===== src/rtl/irq_queue_ctrl.sv =====
// irq_queue_ctrl: interrupt front-end. It detects rising edges on the request
// lines and records them in masked pending bits. One pending line per cycle is
// granted, by round-robin or fixed priority. Each grant pushes vector
// (line + 1) into a show-ahead FIFO.
//
// Handshake: vec_valid/vec present the FIFO head. The head is consumed on a
// clk edge where eirq and vec_valid are both high; eirq while empty is ignored.
module irq_queue_ctrl #(
   parameter int NIRQ  = 7,
   parameter int VW    = $clog2(NIRQ + 1),
   parameter int DEPTH = 16,
   parameter int MODE  = 0
) (
   input  logic                   clk,
   input  logic                   rst,
   input  logic [NIRQ-1:0]        irq_in,
   input  logic [NIRQ-1:0]        mask,
   input  logic                   eirq,
   input  logic                   clr_ovf,
   output logic                   vec_valid,
   output logic [VW-1:0]          vec,
   output logic [$clog2(DEPTH):0] count,
   output logic                   ovf
);
   localparam int AW = $clog2(DEPTH);
   localparam int CW = AW + 1;
   localparam int PW = (NIRQ > 1) ? $clog2(NIRQ) : 1;
   localparam int SW = PW + 1;   // holds rr_ptr + offset before the modulo fold

   logic [NIRQ-1:0] irq_q;
   logic [NIRQ-1:0] pend_q, pend_d;
   logic [PW-1:0]   rr_ptr_q, rr_ptr_d;
   logic [AW-1:0]   wr_ptr_q, wr_ptr_d;
   logic [AW-1:0]   rd_ptr_q, rd_ptr_d;
   logic [CW-1:0]   count_q, count_d;
   logic            ovf_q, ovf_d;
   logic [VW-1:0]   mem_q [DEPTH];

   logic [NIRQ-1:0] rise;
   logic [NIRQ-1:0] gnt_oh;
   logic            pop;
   logic            space;
   logic            gnt_found;
   logic [PW-1:0]   gnt_idx;
   logic [PW-1:0]   cand;
   logic [SW-1:0]   cand_sum;
   logic [VW-1:0]   push_vec;

   assign rise     = irq_in & ~irq_q & ~mask;
   assign pop      = eirq & vec_valid;
   // A pop in the same edge frees a slot, so a full FIFO still accepts a grant
   assign space    = (count_q < CW'(DEPTH)) | pop;
   assign push_vec = VW'(gnt_idx) + VW'(1);

   // Arbitration: choose at most one pending line when the FIFO can take it
   always_comb begin
      gnt_found = 1'b0;
      gnt_idx   = '0;
      cand      = '0;
      cand_sum  = '0;
      if (space) begin
         for (int k = 0; k < NIRQ; k++) begin
            if (MODE == 1) begin
               cand_sum = SW'(k);
            end else begin
               cand_sum = {1'b0, rr_ptr_q} + SW'(k);
               if (cand_sum >= SW'(NIRQ)) cand_sum = cand_sum - SW'(NIRQ);
            end
            cand = cand_sum[PW-1:0];
            if (!gnt_found && pend_q[cand]) begin
               gnt_found = 1'b1;
               gnt_idx   = cand;
            end
         end
      end
      gnt_oh = gnt_found ? (NIRQ'(1) << gnt_idx) : '0;
   end

   // Next-state: pending bits, round-robin pointer, FIFO pointers, sticky ovf
   always_comb begin
      // a rise on the line being granted re-arms its pend bit
      pend_d   = (pend_q & ~gnt_oh) | rise;
      rr_ptr_d = rr_ptr_q;
      wr_ptr_d = wr_ptr_q;
      rd_ptr_d = rd_ptr_q;
      count_d  = count_q;
      ovf_d    = ovf_q;
      if (gnt_found) begin
         wr_ptr_d = wr_ptr_q + AW'(1);
         if (gnt_idx == PW'(NIRQ - 1)) rr_ptr_d = '0;
         else                          rr_ptr_d = gnt_idx + PW'(1);
      end
      if (pop) rd_ptr_d = rd_ptr_q + AW'(1);
      case ({gnt_found, pop})
         2'b10:   count_d = count_q + CW'(1);
         2'b01:   count_d = count_q - CW'(1);
         default: count_d = count_q;
      endcase
      // a rise landing on a still-pending, ungranted line is lost; set beats clear
      if (|(rise & pend_q & ~gnt_oh)) ovf_d = 1'b1;
      else if (clr_ovf)               ovf_d = 1'b0;
   end

   // State registers with asynchronous reset
   always_ff @(posedge clk or posedge rst) begin
      if (rst) begin
         irq_q    <= '0;
         pend_q   <= '0;
         rr_ptr_q <= '0;
         wr_ptr_q <= '0;
         rd_ptr_q <= '0;
         count_q  <= '0;
         ovf_q    <= 1'b0;
      end else begin
         irq_q    <= irq_in;
         pend_q   <= pend_d;
         rr_ptr_q <= rr_ptr_d;
         wr_ptr_q <= wr_ptr_d;
         rd_ptr_q <= rd_ptr_d;
         count_q  <= count_d;
         ovf_q    <= ovf_d;
      end
   end

   // FIFO storage; no reset needed since count gates what is visible
   always_ff @(posedge clk) begin
      if (gnt_found) mem_q[wr_ptr_q] <= push_vec;
   end

   assign vec_valid = (count_q != '0);
   assign vec       = vec_valid ? mem_q[rd_ptr_q] : '0;
   assign count     = count_q;
   assign ovf       = ovf_q;

endmodule


===== config.mk =====
export PLATFORM = sky130hd
export DESIGN_NAME = irq_queue_ctrl
export DESIGN_NICKNAME = d
export VERILOG_FILES = /design/src/rtl/irq_queue_ctrl.sv
export SDC_FILE = /design/constraint.sdc
export NUM_CORES = 1
export LEC_CHECK = 0
export ABC_AREA = 0
export CORE_UTILIZATION = 30
export DETAILED_ROUTE_END_ITERATION = 12
export SYNTH_ARGS = -nofsm -noshare
export SYNTH_HDL_FRONTEND = slang
export SYNTH_SLANG_ARGS = --single-unit

===== constraint.sdc =====
create_clock -name clk -period 4.4 [get_ports clk]
set_input_delay 0.44 -clock clk [delete_from_list [all_inputs] [get_ports clk]]
set_output_delay 0.44 -clock clk [all_outputs]
set_load 0.03 [all_outputs]

==> metrics.yaml <==
synth:
  async_reset_ff_share_pct: 39.2
  synthesis.area_um2: 5340
  ys_types: 77
  synthFlopType: "edfxtp_1"
  synth_seq_cells: 79
  yosysTopAreaCellShare_pct: 27.0
  ys_top_cells_by_count: "48 x edfxtp_1, 31 x dfrtp_1, 29 x nand2_1"
  yosysMostFrequentCell: "edfxtp_1"
  yosysWarnings: 0
  synth.largest_area_cell: "edfxtp_1"
  syn_nets: 527
  synth_area_leaders: "edfxtp_1 27%, dfrtp_1 15%, mux4_2 7.6%, ha_1 5.2%, mux2i_1 5.1%"
  synth_edf_count: 48
  synth_seq_area_share_pct: 41.5
  syn_inst: 485
  synth.avg_cell_area_um2: 11.0
final_layout:
  nets: 566
  n_antenna_cell: 0
  area_growth_pct: 18.9
  drive_gt1_share_pct: 19.7
  design_area_um2: 6350
  fillCellCount: 1676
timing:
  slew_headroom_pct: 41.1
  fin_crit_ns: 4.27
  rsz0062_at_grt: "true"
  finClkSkew_ns: 0.00807
  finalHoldViolCount: 0
  finalMaxSlewViolations: 0
  finalSetupViolCount: 0
  finalCritPeriodShare_pct: 97.1
  fmax_ghz: 0.234
  tightest_slew_ns: 0.883
global_route:
  grt_use_total_pct: 15.3
  antenna_found_initial: 0
  grt_max_degree: 33
  grt-ovfl-total: 0
  grt_pass1_wl_um: 21400
  grt_pass1_vias: 4095
critical_path:
  end_kind: "flip-flop"
  cpMaxStageDelayCell: "dfrtp_2"
  slowest_delay_ns: 0.49
  worstPathArrival_ns: 4.28
  setup.worst_path.start_class: "flip-flop"
  crit_fanout: 16
  crit_chain: "ha_1 -> inv_1 -> fa_2 -> or3b_1 -> o21ai_1 -> a211oi_2 -> or3b_2 -> o2111a_1 -> or4_4 -> a31oi_4 -> inv_2 -> ha_1 -> clkinvlp_4"
  cpMostUsedCell: "ha_1"
  worstSetupPathType: "flip-flop to flip-flop"
  critPathRequiredTime_ns: 4.41
worst_hold_path:
  hold_path_class: "flip-flop to flip-flop"
status:
  status: "finished, final reports clean"
clocking:
  cts_htree_levels: 3
  clock_sinks: 79
  insertion_delay_ns: 0.33
  cts_root_buffer: "clkbuf_16"
  cts_buffer_depth: 2
  cts_tree: "built"
  clk_pin_slew_worst_paths_ns: 0.06
  post_cts_buffers: 0
  cts_buffers: 9
die:
  fp.dieW_um: 135
  die_h_um: 135
  dieArea_um2: 18300
  io_pins: 28
  rows: 48
  core_um2: 17400
  initial_utilization_pct: 30.8
place:
  routabilityCongestion: 0.888
  place_hpwl_um: 9940
  numPortBuffers: 27
  dpl_cell_area_um2: 5980
route:
  first_pass_iters: 5
  drtAntennaViolNets: 0
  routedWlPerCell_um: 17.7
  vias: 4078
  vias_per_cell: 5.41
  wirelength_um: 13400
  first_iter_violations: 238
  remaining_drc_errors: 0
job:
  drv_cap: 0
final timing paths:
path                             startpoint          end  slack, ns  depth (start not counted)
worst max-delay path            rr_ptr_q[0]  mem_q[1][2]       0.13                         13
worst min-delay path               irq_q[6]    pend_q[6]       0.47                          1
worst max register to register  rr_ptr_q[0]  mem_q[1][2]       0.13                         13
worst min register to register     irq_q[6]    pend_q[6]       0.47                          1
max in group asynchronous               rst  rr_ptr_q[0]       3.55                          3
min in group asynchronous               rst     count[1]       0.51                          3
layout by cell type, fill, tap and decap left out, types with 9 or more instances in the layout:
master / synthesis / layout
and3_1: 9 / 9
buf_4: 0 / 28
ha_1: 22 / 19
nor2_1: 24 / 23
mux2i_1: 27 / 27
clkdlybuf4s50_1: 0 / 27
mux4_2: 18 / 18
nand2b_1: 13 / 13
clkbuf_16: 0 / 11
o21ai_0: 25 / 23
a21oi_1: 10 / 10
and2_1: 16 / 16
dfrtp_1: 31 / 30
nand3_1: 9 / 9
edfxtp_1: 48 / 48
inv_1: 24 / 22
xnor2_1: 9 / 9
nand2_1: 29 / 29
sequential cells by signal, summed over array words and instances, names as in the netlist:
signal	flops
rd_ptr_q	4
mem_q	48
irq_q	7
ovf	1
wr_ptr_q	4
count	5
rr_ptr_q	3
pend_q	7
timing repair:
item                       CTS  global route
hold buffers                 0             0
gates resized for setup      0            16
setup endpoints to repair    0            20
metal layers:
metal	part of all wire (%)	global-route usage, %
met1	45	19.9
met2	47	24.8
met3	4.9	3.52
met5	0	0
met4	2.3	5.31
cells by family after synthesis:
logic type      Yosys count  share of synthesized area [%]
simple gates            145                           15.1
compound gates          110                           15.1
flops                    79                           41.5
mux                      55                           14.8
buf+inv                  54                           4.19
fa+ha+maj                24                           5.90
xor+xnor                 18                           3.37
metrics by stage:
step	cells	hold WS, ns	TNS (ns)	util, %	setup WS, ns
2_1_floorplan	485	0.446	0	-	0.0444
3_3_place_gp	738	0.452	0	34.5	0.212
3_5_place_dp	738	0.464	0	34.5	0.101
4_1_cts	754	0.472	0	36.2	0.0836
5_1_grt	754	0.498	-0.0149	36.6	-0.0119
6_report	754	0.469	0	36.6	0.129
cell type report:
| class | instances | area [µm²] | share of cell area [%] |
|---|---|---|---|
| multi-input combinational | 352 | 2960 | 46.6 |
| sequential | 79 | 2220 | 34.9 |
| timing repair buffer | 55 | 480 | 7.57 |
| clock buffer | 13 | 287 | 4.51 |
| tap | 225 | 282 | 4.43 |
| inverter | 27 | 105 | 1.66 |
| clock inverter | 3 | 21.3 | 0.335 |
critical path: cells and delay by family, from the launching register on:
kind	cells	cell delay (ns)
fa+ha+maj	3	1.05
buf+inv	3	0.41
simple gates	3	1.29
flops	1	0.49
compound gates	4	0.70
Power is left out: the tool's default activity adds up to more than one toggle a clock period on the data nets, which glitch-free logic cannot reach.
